`config.mk`:
```
export PLATFORM = sky130hd
export DESIGN_NAME = dot_accum_q9
export DESIGN_NICKNAME = d
export VERILOG_FILES = /design/src/rtl/dot_accum_q9.sv
export SDC_FILE = /design/constraint.sdc
export NUM_CORES = 1
export LEC_CHECK = 0
export BUFFER_PORTS_ARGS = -buffer_cell sky130_fd_sc_hd__buf_2
export CORE_ASPECT_RATIO = 0.75
export CORE_MARGIN = 4
export CORE_UTILIZATION = 45
export CTS_BUF_LIST = sky130_fd_sc_hd__clkbuf_4
export DETAILED_ROUTE_END_ITERATION = 10
export GPL_TIMING_DRIVEN = 1
export PLACE_DENSITY = 0.65
export SYNTH_ARGS = -nofsm -noshare
export SYNTH_HDL_FRONTEND = slang
export SYNTH_SLANG_ARGS = --single-unit
```
`constraint.sdc`:
```
create_clock -name clk -period 10.2 [get_ports clk]
set_input_delay 1.02 -clock clk [delete_from_list [all_inputs] [get_ports clk]]
set_output_delay 1.02 -clock clk [all_outputs]
set_load 0.05 [all_outputs]
```
`src/rtl/dot_accum_q9.sv`:
```
// Streaming Q6.9 multiply-accumulate with bias seed; rounds/saturates each vector to Q6.9 for the tanh stage.
// Result valid two enabled edges after the last beat; one global enable freezes the pipeline while the result is stalled.
module dot_accum_q9 #(
  parameter int ACC_W = 40,
  parameter int FRAC  = 9
) (
  input  logic        clk,
  input  logic        rst,
  input  logic        in_valid,
  output logic        in_ready,
  input  logic [15:0] in_a,
  input  logic [15:0] in_b,
  input  logic [15:0] in_bias,
  input  logic        in_last,
  output logic        out_valid,
  input  logic        out_ready,
  output logic [15:0] out_x,
  output logic        out_sat
);

  localparam logic signed [ACC_W-1:0] RND_HALF = {{(ACC_W-FRAC){1'b0}}, 1'b1, {(FRAC-1){1'b0}}};
  localparam logic signed [ACC_W-1:0] MAX_X    = {{(ACC_W-15){1'b0}}, {15{1'b1}}};
  localparam logic signed [ACC_W-1:0] MIN_X    = {{(ACC_W-15){1'b1}}, {15{1'b0}}};

  logic                    en;
  logic                    beat;
  logic                    first_q;
  logic                    p_vld;
  logic                    p_last;
  logic                    p_first;
  logic signed [31:0]      p_prod;
  logic signed [15:0]      p_bias;
  logic signed [ACC_W-1:0] acc;
  logic signed [ACC_W-1:0] acc_base;
  logic signed [ACC_W-1:0] acc_n;
  logic signed [ACC_W-1:0] rnd;
  logic signed [ACC_W-1:0] r;
  logic                    sat_hi;
  logic                    sat_lo;

  assign en       = !out_valid || out_ready;
  assign in_ready = en;
  assign beat     = in_valid && en;

  // Product stage; first_q tracks whether the next accepted beat opens a vector.
  always_ff @(posedge clk) begin
    if (rst) begin
      p_vld   <= 1'b0;
      p_last  <= 1'b0;
      p_first <= 1'b0;
      p_prod  <= '0;
      p_bias  <= '0;
      first_q <= 1'b1;
    end else if (en) begin
      p_vld <= beat;
      if (beat) begin
        p_prod  <= 32'($signed(in_a)) * 32'($signed(in_b));
        p_last  <= in_last;
        p_first <= first_q;
        p_bias  <= in_bias;
        first_q <= in_last;
      end
    end
  end

  always_comb begin
    acc_base = p_first ? ({{(ACC_W-16){p_bias[15]}}, p_bias} <<< FRAC) : acc;
    acc_n    = acc_base + {{(ACC_W-32){p_prod[31]}}, p_prod};
    rnd      = acc_n + RND_HALF;
    r        = rnd >>> FRAC;
    sat_hi   = r > MAX_X;
    sat_lo   = r < MIN_X;
  end

  // A fresh result overrides the handshake clear, so back-to-back results keep out_valid high.
  always_ff @(posedge clk) begin
    if (rst) begin
      acc       <= '0;
      out_valid <= 1'b0;
      out_x     <= 16'h0000;
      out_sat   <= 1'b0;
    end else if (en) begin
      if (p_vld) acc <= acc_n;
      if (p_vld && p_last) begin
        out_valid <= 1'b1;
        out_x     <= sat_hi ? 16'h7FFF : (sat_lo ? 16'h8000 : r[15:0]);
        out_sat   <= sat_hi || sat_lo;
      end else begin
        out_valid <= 1'b0;
      end
    end
  end

endmodule

```
## Word-level counts from Yosys, hierarchy flattened

Index checks and enable logic that the tools add are counted.

| word-level totals | value |
|---|---|
| register bits | 110 |
| output and inout port bits | 19 |
| word-level logic and storage cells | 27 |
| input port bits | 53 |

| operators by class | value |
|---|---|
| multiplexer cells | 4 |
| $add $sub $neg | 2 |
| order comparisons | 2 |
| $mul | 1 |
| reductions and logical operators | 8 |

Operator list:

| cell | number |
|---|---|
| 40-bit by 10-bit adder with 40-bit output, second input constant | 1 |
| 40-bit adder | 1 |
| 40-bit 2-to-1 mux | 1 |
| 16-bit by 16-bit multiplier with 32-bit output | 1 |
| 16-bit 2-to-1 mux | 2 |
| 31-bit by 16-bit > comparator with 1-bit output, second input constant | 1 |
| 31-bit by 16-bit < comparator with 1-bit output, second input constant | 1 |
| 2-bit AND reduction | 3 |
| 1-bit logical AND | 2 |
| 1-bit logical OR | 2 |
| 1-bit logical NOT | 1 |
| 1-bit 2-to-1 mux | 1 |

## Depth between registers and ports, before layout

| logic depth | value |
|---|---|
| word-level depth | 6 |
| gate-level depth with buffers | 28 |
| mapped depth without buffers | 27 |

## Worst setup path after synthesis

No wires, ideal clock.

| path | value |
|---|---|
| kind | input to register |
| start | input in_b[6] |
| end | register p_prod[31] |
| library setup time | 70 ps |
| required time | 10130 ps |
| buffers on the path | 1 |
| slack | 2878 ps |
| arrival time | 7252 ps |
| cell stages on the path | 26 |
| cells stage by stage | clkbuf_1 -> nand2_1 -> fa_1 -> inv_1 -> fa_1 -> inv_1 -> fa_1 -> inv_1 -> fa_1 -> fa_1 -> inv_1 -> fa_1 -> inv_1 -> ha_1 -> inv_1 -> or3_1 -> nand3b_1 -> a21o_1 -> a211o_1 -> a31oi_1 -> a21o_1 -> a21oi_1 -> o21ai_0 -> a21oi_1 -> or3_1 -> a21oi_1 |

| on the way | value |
|---|---|
| longest elaborated chain between the ends | 1 |

RTL lines:

| item | line | RTL |
|---|---|---|
| from (decl) | 12 | `input logic [15:0] in_b,` |
| 16-bit by 16-bit multiplier with 32-bit output | 57 | `p_prod <= 32'($signed(in_a)) * 32'($signed(in_b));` |
| to (signal assigned) | 57 |  |
| to (decl) | 31 | `logic signed [31:0] p_prod;` |

No other way between the ends.
A chain may end at the register's enable or synchronous reset.

## Worst setup path in the final report

| path | value |
|---|---|
| start | input in_a[8] |
| end | register p_prod[31] |

| on the way | value |
|---|---|
| longest elaborated chain between the ends | 1 |

RTL lines:

| item | line | RTL |
|---|---|---|
| from (decl) | 11 | `input logic [15:0] in_a,` |
| 16-bit by 16-bit multiplier with 32-bit output | 57 |  |

No other way between the ends.

==> impl_results.md <==
- Status: finished, final reports clean
- Post-Syn Area per Cell: 8.315 µm²
- Top-level I/O count: 72
- First-pass GRT wire length: 73.19 mm
- Final HPWL DP: 34.81 mm
- Clock Latency Late Sink: 0.55 ns
- Critical path arrival: 7.79 ns
- FP Rows: 62
- Wirelength per Cell: 16.12 µm
- Most common cell after layout, fill and taps aside: inv_1
- RR Startpoint: p_first
- Largest cells by area after synthesis: fa_1 30%, dfxtp_1 13%, ha_1 8.7%
- Gpl congestion: 0.9236
- Top delay family on crit path: adder cells
- Post-synth ARST share: 0%
- Final Setup Violations: 0
- Worst setup slack after layout: 2.896 ns
- CP max-delay cell: fa_1
- Mapped Cells: 2,114
- Routed Wire Length: 42.33 mm
- Leakage: 8.674 nW
- Gr ovfl total: 0
- Num CTS Buffers: 9
- Worst hold-check path type: reg2reg
- Max Clock Freq: 136.9 MHz
- Area of the die: 42,320 µm²
- Final Hold Violating Endpoints: 0
- Final ANT Viol Nets: 0
- Critical Path Start Type: input port
- Die Span X: 236.2 µm
- Number of I/O port buffers: 71
- Crit-path max FO: 16
- CTS Hold Buffers Added: 0
- DIE HEIGHT: 179.2 µm
- First-pass iteration count of the detailed router: 6
- Reg2Reg Setup Slack: 4.21 ns
- Most used routing layer: met2
- Critical R2R Capture: out_x[2]
- Relative slew slack: 40.44%
- GRT met3 Usage: 3.275%
- Initial Util: 45.77%
- Fin. max-slew vios: 0
- Most frequent cells in the layout: 359 x inv_1, 337 x nand2_1, 263 x fa_1
- Clock sink total: 110
- Area occupied by multi-input gates: 13,630 µm²
- Post-synth top area cell: fa_1
- Antenna diode count: 0
- Total number of vias: 14.02k
- Hold Startpoint: acc[5]
- RSZ-0062 raised after global routing: no
- Met2 Usage GRT: 34.62%
- IR drop worst, VDD: 0.5274 mV
- Req. time, crit path: 10.69 ns
- Worst Hold Endpoint: acc[5]
- Clock skew: 0.02004 ns
- CTS tree: built
- Period utilization: 71.61%
- Post-CTS setup buffer count: 0
- Vias per cell: 5.338
- DP Worst Slack: 2.336 ns
- Initial antenna violation count: 0
- Clk slew on worst S/H paths: 0.20 ns
- Synth Net Count: 2,552
- Synth Cell Area: 17,580 µm²
- Post-DP Area: 18,230 µm²
- Share of cells above drive strength 1: 7.663%
- Netlist cell types: 93
- Sequential Area: 2202 µm²
- Worst Setup End Kind: flip-flop
- Slowest stage delay, CP: 0.55 ns
- Top FF cell, synth: dfxtp_1
- Layout fillers: 3,842
- GRT Util Overall: 21.04%
- Nets: 2,547
- Min-Delay Path Depth: 2
- Post-route cell area: 18,370 µm²
- Htree depth: 3
- Layout area overhead: 4.527%
- Sequential fraction of the synthesis area: 12.53%
- Area share of the largest cell type after synthesis: 29.95%
- Vias in the first global route: 14.68k
- Tmin final: 7.304 ns
- Design Power: 6.898 mW
- Post-synthesis register bit count: 110
- DR DRC count: 0
- Post_cts resized: 0
- Met1 usage: 29.64%
- Crit path buf inv count: 7
- MaxCap Viol Count: 0
- Largest net degree at the start of global routing: 67
- Clk buf depth: 2
- Setup_tns: 0 ns
- R2r worst-path depth: 16
- Synth warnings: 0
- Clock root buffer: clkbuf_4
- DRT iter0 DRCs: 1,047
- Power Density: 375.5 nW/µm²
- EDFF count, synth: 0
- Core area: 38,400 µm²
- Crit path kind: in2reg
- Worst-Margin Slew: 0.8934 ns
==> power by group <==
group / switching, mW / internal, mW
combinational: 3.41 / 2.71
clock: 0.175 / 0.0578
sequential: 0.0390 / 0.508
total: 3.62 / 3.27
==> how the worst max path moves through the flow <==
stage                 start    endpoint  slack (ns)  cells after the start
finish              in_a[8]  p_prod[31]        2.90                     26
global route        in_a[8]  p_prod[31]        2.43                     26
CTS                 in_a[8]  p_prod[31]        2.96                     26
detailed placement  in_a[5]  p_prod[31]        2.34                     26
global placement    in_a[8]  p_prod[31]        2.43                     26
floorplan           in_b[6]  p_prod[31]        2.88                     26
==> synthesized netlist by cell type, types with 6 or more instances <==
| cell type | instances |
|---|---|
| or3_1 | 26 |
| and3_1 | 10 |
| a21oi_1 | 145 |
| clkbuf_1 | 78 |
| and2_1 | 116 |
| nand2_1 | 338 |
| ha_1 | 122 |
| a21o_1 | 34 |
| nor2b_1 | 14 |
| o21ai_1 | 6 |
| dfxtp_1 | 110 |
| nor3_1 | 23 |
| o32ai_2 | 11 |
| nand2b_1 | 8 |
| o21ai_0 | 48 |
| xor2_1 | 24 |
| nor2_1 | 99 |
| xnor2_1 | 60 |
| fa_1 | 263 |
| or2_2 | 6 |
| and4_1 | 6 |
| a211oi_1 | 16 |
| nand3_1 | 23 |
| nand4_1 | 6 |
| o21bai_1 | 12 |
| nor4_1 | 7 |
| a31oi_1 | 11 |
| mux2_2 | 15 |
| inv_1 | 359 |
==> metal layers <==
layer | wire length (µm) | vias up | share of wire [%]
met2 | 19450 | 299 | 46
met3 | 1783 | 55 | 4.2
met5 | 0 | - | 0
met4 | 826 | 0 | 2.0
li1 | - | 6735 | -
met1 | 20270 | 6928 | 48
==> worst reg2reg max path: stages, from the launching register on <==
cell	delay [ns]
dfxtp_1	0.39
buf_4	0.43
mux2_2	0.44
ha_1	0.49
and3_1	0.28
and4bb_1	0.26
nand3_1	0.21
a31oi_2	0.42
xnor2_1	0.22
nor3_1	0.28
and4b_1	0.39
nand3_1	0.40
or2_2	0.42
o31ai_1	0.28
o2111ai_1	0.22
o22ai_4	0.53
o32ai_1	0.19
==> stage by stage <==
step,std cells,utilization [%],hold WS [ns]
6_report,2626,47.85,0.4619
4_1_cts,2626,47.85,0.4673
3_3_place_gp,2610,47.47,0.4337
5_1_grt,2626,47.85,0.4890
3_5_place_dp,2610,47.47,0.4441
2_1_floorplan,2114,-,0.4273
==> cells by family after synthesis <==
group | after synthesis | share of synthesized area (%)
AOI/OAI and AO/OA | 349 | 13.91
xor gates and xnor gates | 86 | 4.371
adders and majority gates | 385 | 38.64
buffers and inverters | 452 | 9.923
DFF | 110 | 12.53
muxes | 19 | 1.189
and+or+nand+nor | 713 | 19.44
==> state kept, by name (all words and copies together) (netlist names) <==
signal and count:
p_vld 1, p_bias 16, p_first 1, out_valid 1, first_q 1, acc 40
p_prod 32, p_last 1, out_sat 1, out_x 16
==> area by class of cell <==
type	instances	area share, %
Multi-Input combinational cell	1552	74.21
Timing Repair Buffer	77	2.193
Inverter	359	7.335
Tap cell	512	3.487
Sequential cell	110	11.99
Clock buffer	9	0.3677
Clock inverter	7	0.4222
Power figures use the tool's default switching activity.
